File: config.mk
export PLATFORM = sky130hd
export DESIGN_NAME = conv_output_packer_flat
export DESIGN_NICKNAME = d
export VERILOG_FILES = /design/src/rtl/conv_output_packer_if.sv /design/src/rtl/conv_output_packer.sv /design/src/flat_wrapper.sv
export SDC_FILE = /design/constraint.sdc
export NUM_CORES = 1
export LEC_CHECK = 0
export ABC_AREA = 1
export CORE_ASPECT_RATIO = 0.75
export CORE_MARGIN = 1.5
export CORE_UTILIZATION = 35
export CTS_CLUSTER_SIZE = 20
export DETAILED_ROUTE_END_ITERATION = 7
export RECOVER_POWER = 50
export SLEW_MARGIN = 10
export SYNTH_ARGS = -nofsm -noshare
export SYNTH_HDL_FRONTEND = slang
export SYNTH_SLANG_ARGS = --single-unit
File: constraint.sdc
create_clock -name clk -period 4.5 [get_ports clk]
set_input_delay 0.45 -clock clk [delete_from_list [all_inputs] [get_ports clk]]
set_output_delay 0.45 -clock clk [all_outputs]
set_load 0.01 [all_outputs]
File: src/rtl/conv_output_packer_if.sv
// Pixel-in / word-out bundle between the convolve stage, the packer and the host-side reader.
interface conv_output_packer_if #(
    parameter int BITS       = 9,
    parameter int FIFO_DEPTH = 8
);
    localparam int LVL_W = $clog2(FIFO_DEPTH) + 1;

    logic             in_valid;
    logic [BITS-1:0]  in_data;
    logic             clear;
    logic             rd_en;
    logic [31:0]      rd_data;
    logic             empty;
    logic             full;
    logic [LVL_W-1:0] level;
    logic             overflow;
    logic             frame_done;
    logic [15:0]      pixel_count;

    modport master (
        output in_valid, in_data, clear, rd_en,
        input  rd_data, empty, full, level, overflow, frame_done, pixel_count
    );

    modport slave (
        input  in_valid, in_data, clear, rd_en,
        output rd_data, empty, full, level, overflow, frame_done, pixel_count
    );
endinterface

File: src/rtl/conv_output_packer.sv
// Clamps signed convolution results to 8-bit pixels, packs four per 32-bit word (lane 0 = LSB)
// and buffers the words in a show-ahead FIFO. BITS must be at least 9.
module conv_output_packer #(
    parameter int BITS         = 9,
    parameter int FRAME_PIXELS = 196,
    parameter int FIFO_DEPTH   = 8
) (
    input logic                clk,
    input logic                reset,
    conv_output_packer_if.slave bus
);
    localparam int PTR_W = $clog2(FIFO_DEPTH);
    localparam int LVL_W = PTR_W + 1;
    localparam logic [15:0]      LAST_IDX  = 16'(FRAME_PIXELS - 1);
    localparam logic [LVL_W-1:0] DEPTH_LVL = LVL_W'(FIFO_DEPTH);

    logic [1:0]       lane_q, lane_d;
    logic [31:0]      shift_q, shift_d;
    logic [15:0]      count_q, count_d;
    logic             stage_vld_q, stage_vld_d;
    logic [31:0]      stage_word_q, stage_word_d;
    logic             frame_done_q, frame_done_d;
    logic [31:0]      mem_q [FIFO_DEPTH];
    logic [PTR_W-1:0] wr_ptr_q, wr_ptr_d, rd_ptr_q, rd_ptr_d;
    logic [LVL_W-1:0] level_q, level_d;
    logic             overflow_q, overflow_d;

    logic        over_range;
    logic [7:0]  pix;
    logic [31:0] word_fill;
    logic        accept, eof, push_word;
    logic        fifo_empty, fifo_full, pop, wr_en, drop;

    generate
        if (BITS > 9) begin : g_wide
            assign over_range = |bus.in_data[BITS-2:8];
        end else begin : g_narrow
            assign over_range = 1'b0;
        end
    endgenerate

    always_comb begin
        pix = bus.in_data[7:0];
        if (bus.in_data[BITS-1]) begin
            pix = 8'h00;
        end else if (over_range) begin
            pix = 8'hFF;
        end
    end

    // The incoming pixel lands in the current lane; lanes above it are still zero.
    generate
        for (genvar gi = 0; gi < 4; gi++) begin : g_lane
            assign word_fill[8*gi +: 8] = (lane_q == 2'(gi)) ? pix : shift_q[8*gi +: 8];
        end
    endgenerate

    assign accept    = bus.in_valid && !bus.clear;
    assign eof       = accept && (count_q == LAST_IDX);
    assign push_word = accept && ((lane_q == 2'd3) || eof);

    always_comb begin
        lane_d       = lane_q;
        shift_d      = shift_q;
        count_d      = count_q;
        stage_vld_d  = push_word;
        stage_word_d = word_fill;
        frame_done_d = eof;
        if (bus.clear) begin
            lane_d  = 2'd0;
            shift_d = 32'd0;
            count_d = 16'd0;
        end else if (accept) begin
            if (push_word) begin
                lane_d  = 2'd0;
                shift_d = 32'd0;
            end else begin
                lane_d  = lane_q + 2'd1;
                shift_d = word_fill;
            end
            count_d = eof ? 16'd0 : count_q + 16'd1;
        end
    end

    // A staged word always reaches the FIFO next cycle, even across a clear.
    assign fifo_empty = (level_q == '0);
    assign fifo_full  = (level_q == DEPTH_LVL);
    assign pop        = bus.rd_en && !fifo_empty;
    assign wr_en      = stage_vld_q && (!fifo_full || pop);
    assign drop       = stage_vld_q && fifo_full && !pop;

    always_comb begin
        wr_ptr_d   = wr_ptr_q + PTR_W'(wr_en);
        rd_ptr_d   = rd_ptr_q + PTR_W'(pop);
        level_d    = level_q;
        overflow_d = overflow_q | drop;
        case ({wr_en, pop})
            2'b10:   level_d = level_q + LVL_W'(1);
            2'b01:   level_d = level_q - LVL_W'(1);
            default: level_d = level_q;
        endcase
        if (bus.clear) begin
            overflow_d = 1'b0;
        end
    end

    always_ff @(posedge clk) begin
        if (reset) begin
            lane_q       <= 2'd0;
            shift_q      <= 32'd0;
            count_q      <= 16'd0;
            stage_vld_q  <= 1'b0;
            stage_word_q <= 32'd0;
            frame_done_q <= 1'b0;
            wr_ptr_q     <= '0;
            rd_ptr_q     <= '0;
            level_q      <= '0;
            overflow_q   <= 1'b0;
        end else begin
            lane_q       <= lane_d;
            shift_q      <= shift_d;
            count_q      <= count_d;
            stage_vld_q  <= stage_vld_d;
            stage_word_q <= stage_word_d;
            frame_done_q <= frame_done_d;
            wr_ptr_q     <= wr_ptr_d;
            rd_ptr_q     <= rd_ptr_d;
            level_q      <= level_d;
            overflow_q   <= overflow_d;
        end
    end

    always_ff @(posedge clk) begin
        if (wr_en) begin
            mem_q[wr_ptr_q] <= stage_word_q;
        end
    end

    assign bus.rd_data     = fifo_empty ? 32'd0 : mem_q[rd_ptr_q];
    assign bus.empty       = fifo_empty;
    assign bus.full        = fifo_full;
    assign bus.level       = level_q;
    assign bus.overflow    = overflow_q;
    assign bus.frame_done  = frame_done_q;
    assign bus.pixel_count = count_q;
endmodule

File: src/flat_wrapper.sv
// flat-port wrapper written by rule: the top's interface ports become plain ports
module conv_output_packer_flat 
#(
    parameter int BITS         = 9,
    parameter int FRAME_PIXELS = 196,
    parameter int FIFO_DEPTH   = 8
)
  (clk, reset, bus_in_valid, bus_in_data, bus_clear, bus_rd_en, bus_rd_data, bus_empty, bus_full, bus_level, bus_overflow, bus_frame_done, bus_pixel_count);
  conv_output_packer_if #(.BITS(BITS), .FIFO_DEPTH(FIFO_DEPTH)) bus_i ();
  input logic clk;
  input logic reset;
  input wire logic [$bits(bus_i.in_valid)-1:0] bus_in_valid;
  input wire logic [$bits(bus_i.in_data)-1:0] bus_in_data;
  input wire logic [$bits(bus_i.clear)-1:0] bus_clear;
  input wire logic [$bits(bus_i.rd_en)-1:0] bus_rd_en;
  output wire logic [$bits(bus_i.rd_data)-1:0] bus_rd_data;
  output wire logic [$bits(bus_i.empty)-1:0] bus_empty;
  output wire logic [$bits(bus_i.full)-1:0] bus_full;
  output wire logic [$bits(bus_i.level)-1:0] bus_level;
  output wire logic [$bits(bus_i.overflow)-1:0] bus_overflow;
  output wire logic [$bits(bus_i.frame_done)-1:0] bus_frame_done;
  output wire logic [$bits(bus_i.pixel_count)-1:0] bus_pixel_count;
  assign bus_i.in_valid = bus_in_valid;
  assign bus_i.in_data = bus_in_data;
  assign bus_i.clear = bus_clear;
  assign bus_i.rd_en = bus_rd_en;
  assign bus_rd_data = bus_i.rd_data;
  assign bus_empty = bus_i.empty;
  assign bus_full = bus_i.full;
  assign bus_level = bus_i.level;
  assign bus_overflow = bus_i.overflow;
  assign bus_frame_done = bus_i.frame_done;
  assign bus_pixel_count = bus_i.pixel_count;
  conv_output_packer #(.BITS(BITS), .FRAME_PIXELS(FRAME_PIXELS), .FIFO_DEPTH(FIFO_DEPTH)) u_core (.clk(clk), .reset(reset), .bus(bus_i));
endmodule
==> run summary, run 1 <==
Setup TNS Final: 0 ns
Simple-Gate Fraction of Synth Area: 12.2%
HP Class: reg -> reg
DR iter-0 viols: 766
Initial antenna violation count: 1
Height of the die: 174 µm
#FFs+latches synth: 351
Io pins: 70
Ratio of final minimum period to clock period: 86.6%
Largest family of logic cells by synthesized area: compound AO/OA/AOI/OAI gates
Cell Chain, Critical Path: clkinv_2 -> buf_4 -> o21ai_0 -> o22ai_1 -> o21ai_0 -> a31oi_1 -> clkdlybuf4s50_1
Synth unique cells: 41
PD cells: 552 mW/mm²
Crit start category: flop
Synth warn: 0
Clock sinks: 351
Slowest library cell on the worst path: clkinv_2
DRT Pass-1 Iters: 5
Avg WL per Cell: 18.3 µm
Leading post-synthesis cells by cell area: edfxtp_1, dfxtp_1, nor2_1
Compound-Gate Fraction of Synth Area: 12.9%
RSZ-0062 raised after global routing: false
Outcome: finished with violations
Antenna viol nets, final: 0
Worst skew pair latency: 0.52 ns
Fillcell total: 3,641
Layout cells sized above 1: 8.73%
CP top delay family: buffers and inverters
CORE AREA: 0.0384 mm²
Nets: 1,291
Failing checks: max-capacitance violations, max-slew violations
Max-slew headroom: -21.2%
Area fraction of the dominant cell type after synthesis: 56.2%
Post-synth top cells: nor2_1, edfxtp_1, o21ai_0, dfxtp_1, nand2_1
Fmax: 257 MHz
Worst slew pin tran: 1.82 ns
Worst vdd ir: 0.000244 V
Final setup violation count: 0
Post-CTS setup buffer count: 0
Asr flop ratio synth: 0%
Starting density of the core: 35.6%
Vias in the first global route: 8,817
Clock Tree Root: clkbuf_16
H-tree depth: 2
Final Max Slew Viols: 71
Syn nets: 1,232
Grt ovf: 0
Cell taking the most area after synthesis: edfxtp_1
Number of synthesized flops with an enable pin: 256
Crit path top cell by count: o21ai_0
Synth Area in XOR/XNOR: 0.384%
Overall die area: 0.0403 mm²
Pleak: 5.69 nW
Register area share after synthesis: 70.1%
Clk pin slew, worst setup/hold paths: 0.06 ns
CP required: 4.05 ns
First-pass GRT wire length: 51.6 mm
Cell Area, Synth: 0.0137 mm²
Max Clock Skew: 0.0160 ns
Most frequent cell after synthesis: nor2_1
# DRC: 0
Mux contribution to synthesized area: 0%
Vias per cell: 5.10
Rows: 62
Minimum clock period: 3.90 ns
Max Cap Violations: 2
GRT Total Usage: 16.3%
Mean Syn Cell Area: 11.3 µm²
Worst endpoint data arrival time: 3.45 ns
N_diodes: 0
Critical path class: reg -> out
Total Wirelength: 33.0 mm
Worst Path Buf+Inv: 3
Syn-to-layout area delta: 18.0%
Largest net degree at the start of global routing: 66
Synthesized instance count: 1,208
DR vias: 9,222
Crit. End Element: output port
CP Max Fanout: 56
CTS tree: built
Worst hold slack: 0.473 ns
Clock Tree Buf Depth: 3
Routability cong.: 0.787
Cts hold-fix bufs: 0
HPWL Detailed: 19.4 mm
Worst path max stage delay: 0.71 ns
Adder-Cell Fraction of Synth Area: 0.915%
Final hold violation count: 0
Post-CTS Resized: 0
Horiz. Die Dim: 231 µm
Predominant post-synthesis flop cell: edfxtp_1
CTS buffer count: 36
Port buffer count: 69
metrics by stage:
| stage | std cells | area (µm²) | setup slack (ns) | power [mW] | util (%) |
|---|---|---|---|---|---|
| after floorplan | 1208 | 13700 | 1.47 | 4.91 | - |
| after global placement | 1741 | 15000 | 1.19 | 5.95 | 38.9 |
| after detailed placement | 1741 | 15000 | 1.12 | 5.97 | 38.9 |
| after CTS | 1807 | 16200 | 0.555 | 9.00 | 42.1 |
| after global routing | 1807 | 16100 | 0.303 | 9.35 | 42.0 |
| final | 1807 | 16100 | 0.603 | 8.91 | 42.0 |
per-layer routing:
metal	GRT usage, %	share of wire, %
met5	0	0
met3	3.13	5.7
met1	24.3	49
met4	3.68	1.5
met2	24.7	44
path summary, 6_finish.rpt:
check                           start                  end  slack (ns)  cells past startpoint
setup reg to reg  u_core.bus.level[0]   u_core.mem_q[5][2]        1.45                      9
hold / removal    u_core.bus.overflow  u_core.bus.overflow        0.47                      1
hold reg to reg   u_core.bus.overflow  u_core.bus.overflow        0.47                      1
setup / recovery   u_core.rd_ptr_q[0]      bus_rd_data[11]        0.60                      7
logic make-up (layout without fill, tap and decap cells):
| family | Yosys count | count (layout) |
|---|---|---|
| XOR/XNOR | 6 | 6 |
| buffers and inverters | 115 | 202 |
| flip-flops | 351 | 351 |
| AND/OR/NAND/NOR | 405 | 405 |
| adder cells (fa/ha/maj) | 10 | 10 |
| AO/OA/AOI/OAI | 321 | 321 |
flip-flops by register name (all words and copies together) (netlist names):
| signal | flops |
|---|---|
| u_core.stage_vld_q | 1 |
| u_core.wr_ptr_q | 3 |
| u_core.shift_q | 32 |
| u_core.bus.level | 4 |
| u_core.bus.pixel_count | 16 |
| u_core.bus.overflow | 1 |
| u_core.stage_word_q | 32 |
| u_core.mem_q | 256 |
| u_core.bus.frame_done | 1 |
| u_core.lane_q | 2 |
| u_core.rd_ptr_q | 3 |
power breakdown:
part	switching, mW	internal, mW	total [mW]
Sequential	0.112	3.51	3.62
Clock	1.24	1.80	3.04
Combinational	1.35	0.905	2.25
worst reg2reg max path, stage by stage (launching register included):
cell	delay (ns)
dfxtp_1	0.51
nor2_1	0.11
nand2_2	0.43
nand2_1	0.19
nand2_1	0.13
nand2_1	0.08
inv_2	0.07
nand2_1	0.22
nor2_4	0.68
buf_4	0.33
cells in the final DEF, fill, tap and decap left out, types with 2 or more instances in the layout:
master	instances
a211oi_1	25
a21oi_1	27
a31oi_1	32
buf_12	2
buf_4	17
bufinv_16	3
clkbuf_1	9
clkbuf_16	37
clkbuf_8	6
clkdlybuf4s50_1	46
clkinv_1	3
clkinv_2	6
dfxtp_1	93
dlygate4sd3_1	23
edfxtp_1	256
ha_1	10
inv_1	38
inv_2	6
inv_6	3
nand2_1	72
nand2_2	9
nand3_1	12
nand4_1	5
nor2_1	276
nor2_2	3
nor2_4	9
nor3_1	7
nor4_1	5
o21ai_0	197
o21ai_1	3
o21ai_2	2
o22ai_1	32
or2_2	2
xnor2_1	2
xor2_1	4
layout make-up:
| cell class | count | area [µm²] | area share [%] |
|---|---|---|---|
| Sequential cell | 351 | 9590 | 59.5 |
| Multi-Input combinational cell | 742 | 3640 | 22.6 |
| Clock buffer | 50 | 1030 | 6.41 |
| Timing Repair Buffer | 90 | 866 | 5.37 |
| Tap cell | 512 | 641 | 3.97 |
| Inverter | 46 | 179 | 1.11 |
| Clock inverter | 16 | 176 | 1.09 |
No activity file was read; power rests on OpenSTA's default activity.
==> inputs of run 2 (changes only) <==
--- a/config.mk
+++ b/config.mk
@@ -12,7 +12,6 @@
 export CTS_CLUSTER_SIZE = 20
 export DETAILED_ROUTE_END_ITERATION = 7
 export RECOVER_POWER = 50
-export SLEW_MARGIN = 10
 export SYNTH_ARGS = -nofsm -noshare
 export SYNTH_HDL_FRONTEND = slang
 export SYNTH_SLANG_ARGS = --single-unit
==> results of run 2 <==
Same layout as run 1: the final DEF is identical, and so are final timing and power.
==> inputs of run 3 (changes only) <==
--- a/config.mk
+++ b/config.mk
@@ -8,7 +8,7 @@
 export ABC_AREA = 1
 export CORE_ASPECT_RATIO = 0.75
 export CORE_MARGIN = 1.5
-export CORE_UTILIZATION = 35
+export CORE_UTILIZATION = 33
 export CTS_CLUSTER_SIZE = 20
 export DETAILED_ROUTE_END_ITERATION = 7
 export RECOVER_POWER = 50
==> run 3 against run 2 <==
Compared with the run above: the flow still finishes with violations (max-capacitance violations, max-slew violations); clock skew barely moved; critical endpoint is now u_core.shift_q[5]; highest routed layer unchanged; clock power down 8.2%; sequential share of layout area increased by 0.18 points; flip-flop and latch count stayed put; power decreased by 2.8%.
==> run summary, run 3 (same netlist as run 1, synthesis figures left out) <==
Outcome: finished with violations
Failing checks: max-capacitance violations, max-slew violations
Hold Path Sink: u_core.bus.overflow
DR iter-0 viols: 683 (-11%)
PD cells: 538 mW/mm² (-2.5%)
H-tree depth: 2 (unchanged)
Max Cap Violations: 2 (unchanged)
Critical path class: in -> reg
Clock Tree Buf Depth: 3 (unchanged)
Worst endpoint data arrival time: 4.27 ns (+0.82 ns)
Pre-CTS WS: 1.32 ns (+0.195 ns)
N_diodes: 0 (unchanged)
Grt peak-use layer: met2
Largest net degree at the start of global routing: 96 (+45%)
First-pass GRT wire length: 51.9 mm (+0.61%)
Setup TNS Final: 0 ns (unchanged)
Antenna viol nets, final: 0 (unchanged)
Post-CTS Resized: 0 (unchanged)
FF-to-FF End: u_core.mem_q[3][28]
Total Wirelength: 33.2 mm (+0.52%)
Clk pin slew, worst setup/hold paths: 0.07 ns (about the same)
Slowest library cell on the worst path: clkbuf_1
Horiz. Die Dim: 238 µm (+2.9%)
CP top delay family: buffers and inverters
Post-DP Area: 0.0150 mm² (+0.43%)
Worst Path Buf+Inv: 3 (unchanged)
Height of the die: 179 µm (+2.9%)
Max Clock Skew: 0.0162 ns (+0.000229 ns)
Clock Tree Root: clkbuf_16
CP required: 4.85 ns (+0.80 ns)
Starting density of the core: 33.5% (-2.1 points)
Io pins: 70 (unchanged)
Crit start category: input pin
Biggest register: u_core.mem_q
FF-to-FF setup slack: 1.45 ns (about the same)
Grt ovf: 0 (unchanged)
Syn-to-layout area delta: 17.6%
Cell Chain, Critical Path: dlygate4sd3_1 -> clkbuf_1 -> nand2_4 -> inv_1 -> nand2_1 -> nand2_2 -> a211oi_1
Worst slew pin tran: 1.79 ns (-0.0268 ns)
HPWL Detailed: 19.7 mm (+1.3%)
M1 GR Usage: 23.0% (-1.3 points)
Minimum clock period: 3.92 ns (+0.0200 ns)
Worst vdd ir: 0.000212 V (-13%)
Met2 Usage GRT: 23.6% (-1.1 points)
# DRC: 0 (unchanged)
Worst path max stage delay: 1.25 ns (+0.54 ns)
Final Max Slew Viols: 71 (unchanged)
Fin area: 0.0161 mm² (-0.30%)
Routability cong.: 0.787 (about the same)
Worst skew pair latency: 0.53 ns (about the same)
CTS tree: built
Reg-to-reg startpoint: u_core.bus.level[0]
Setup slack after layout: 0.583 ns (-0.0200 ns)
Final hold violation count: 0 (unchanged)
Port buffer count: 69 (unchanged)
HP Class: reg -> reg
RSZ-0062 raised after global routing: false
CORE AREA: 0.0408 mm² (+6.4%)
Reg2Reg Depth: 9 (unchanged)
Fillcell total: 3,877 (+6.5%)
CTS buffer count: 35 (-2.8%)
Fmax: 255 MHz (-0.51%)
Routing usage on met3: 3.53% (+0.39 points)
Hold path cells: 1 (unchanged)
Largest registers: u_core.mem_q (256), u_core.shift_q (32), u_core.stage_word_q (32)
CP Max Fanout: 34 (-39%)
Vias in the first global route: 8,934 (+1.3%)
Initial antenna violation count: 0 (-1)
Cts hold-fix bufs: 0 (unchanged)
Final setup violation count: 0 (unchanged)
Hold Path Origin: u_core.bus.overflow
Crit. End Element: flop
WP depth: 7 (unchanged)
DRT Pass-1 Iters: 5 (unchanged)
Most frequent cells in the layout: nor2_1, edfxtp_1, o21ai_0
DR vias: 9,159 (-0.68%)
GRT Total Usage: 15.7% (-0.64 points)
Pleak: 5.64 nW (-0.85%)
Commonest non-fill, non-tap cell in the layout: nor2_1
Overall die area: 0.0427 mm² (+6.0%)
Post-CTS setup buffer count: 0 (unchanged)
Avg WL per Cell: 18.2 µm (-0.25%)
Vias per cell: 5.03 (-1.4%)
Ratio of final minimum period to clock period: 87.0% (+0.44 points)
Rows: 64 (+3.2%)
Max reg flops: 256 (unchanged)
Nets: 1,291 (unchanged)
Layout cells sized above 1: 8.35% (-0.37 points)
Clock sinks: 351 (unchanged)
Max-slew headroom: -19.5% (+1.8 points)
[run 3: cell count changes in the layout (fill, tap and decap cells not counted), sizes merged]
| cell | delta |
|---|---|
| clkdlybuf4s50 | +1 |
| bufinv | -3 |
| clkinv | -5 |
| dlygate4sd3 | -1 |
| buf | +1 |
| clkbuf | +5 |
[run 3: area by class of cell]
type                    count  area, µm²  share of cell area, %
inverters                  46        178                   1.10
clock inverters             8       68.8                  0.428
well taps                 528        661                   4.11
multi-input cells         742       3660                   22.8
flip-flops and latches    351       9590                   59.6
repair buffers             91        911                   5.66
clock buffers              55       1010                   6.28
[run 3: routing by layer]
metal	up-vias	routed length, µm
met3	47	2110
met4	0	544
met1	4448	16200
li1	4403	-
met5	-	0
met2	261	14300
[run 3: how the worst max path moves through the flow]
| stage | startpoint | end | slack [ns] |
|---|---|---|---|
| after CTS | u_core.rd_ptr_q[0] | bus_rd_data[3] | 0.75 |
| after detailed placement | u_core.rd_ptr_q[0] | bus_rd_data[3] | 1.32 |
| after floorplan | u_core.bus.level[0] | u_core.mem_q[0][0] | 1.47 |
| after global placement | u_core.rd_ptr_q[0] | bus_rd_data[3] | 1.29 |
| after global routing | bus_in_valid | u_core.shift_q[20] | 0.36 |
| final | bus_in_valid | u_core.shift_q[5] | 0.58 |
[run 3: through the flow]
step / instances / hold slack, ns / power, mW / utilization (%)
after global placement: 1758 / 0.453 / 5.96 / 36.8
after CTS: 1821 / 0.481 / 8.76 / 39.4
after global routing: 1821 / 0.508 / 9.10 / 39.4
after floorplan: 1208 / 0.446 / 4.91 / -
final: 1821 / 0.469 / 8.66 / 39.4
after detailed placement: 1758 / 0.462 / 5.97 / 36.8
[run 3: worst reg2reg max path: stages (launching register included)]
cell and delay (ns):
dfxtp_1 0.49, nor2_1 0.10, nand2_2 0.39, nand2_1 0.21, nand2_1 0.14, nand2_1 0.08
inv_2 0.07, nand2_1 0.22, nor2_4 0.67, buf_4 0.37
[run 3: power by group]
part           total (mW)  switching, mW  internal [mW]
logic                2.25           1.33          0.921
clock network        2.79           1.22           1.56
registers            3.63          0.121           3.51
total                8.66           2.67           5.99
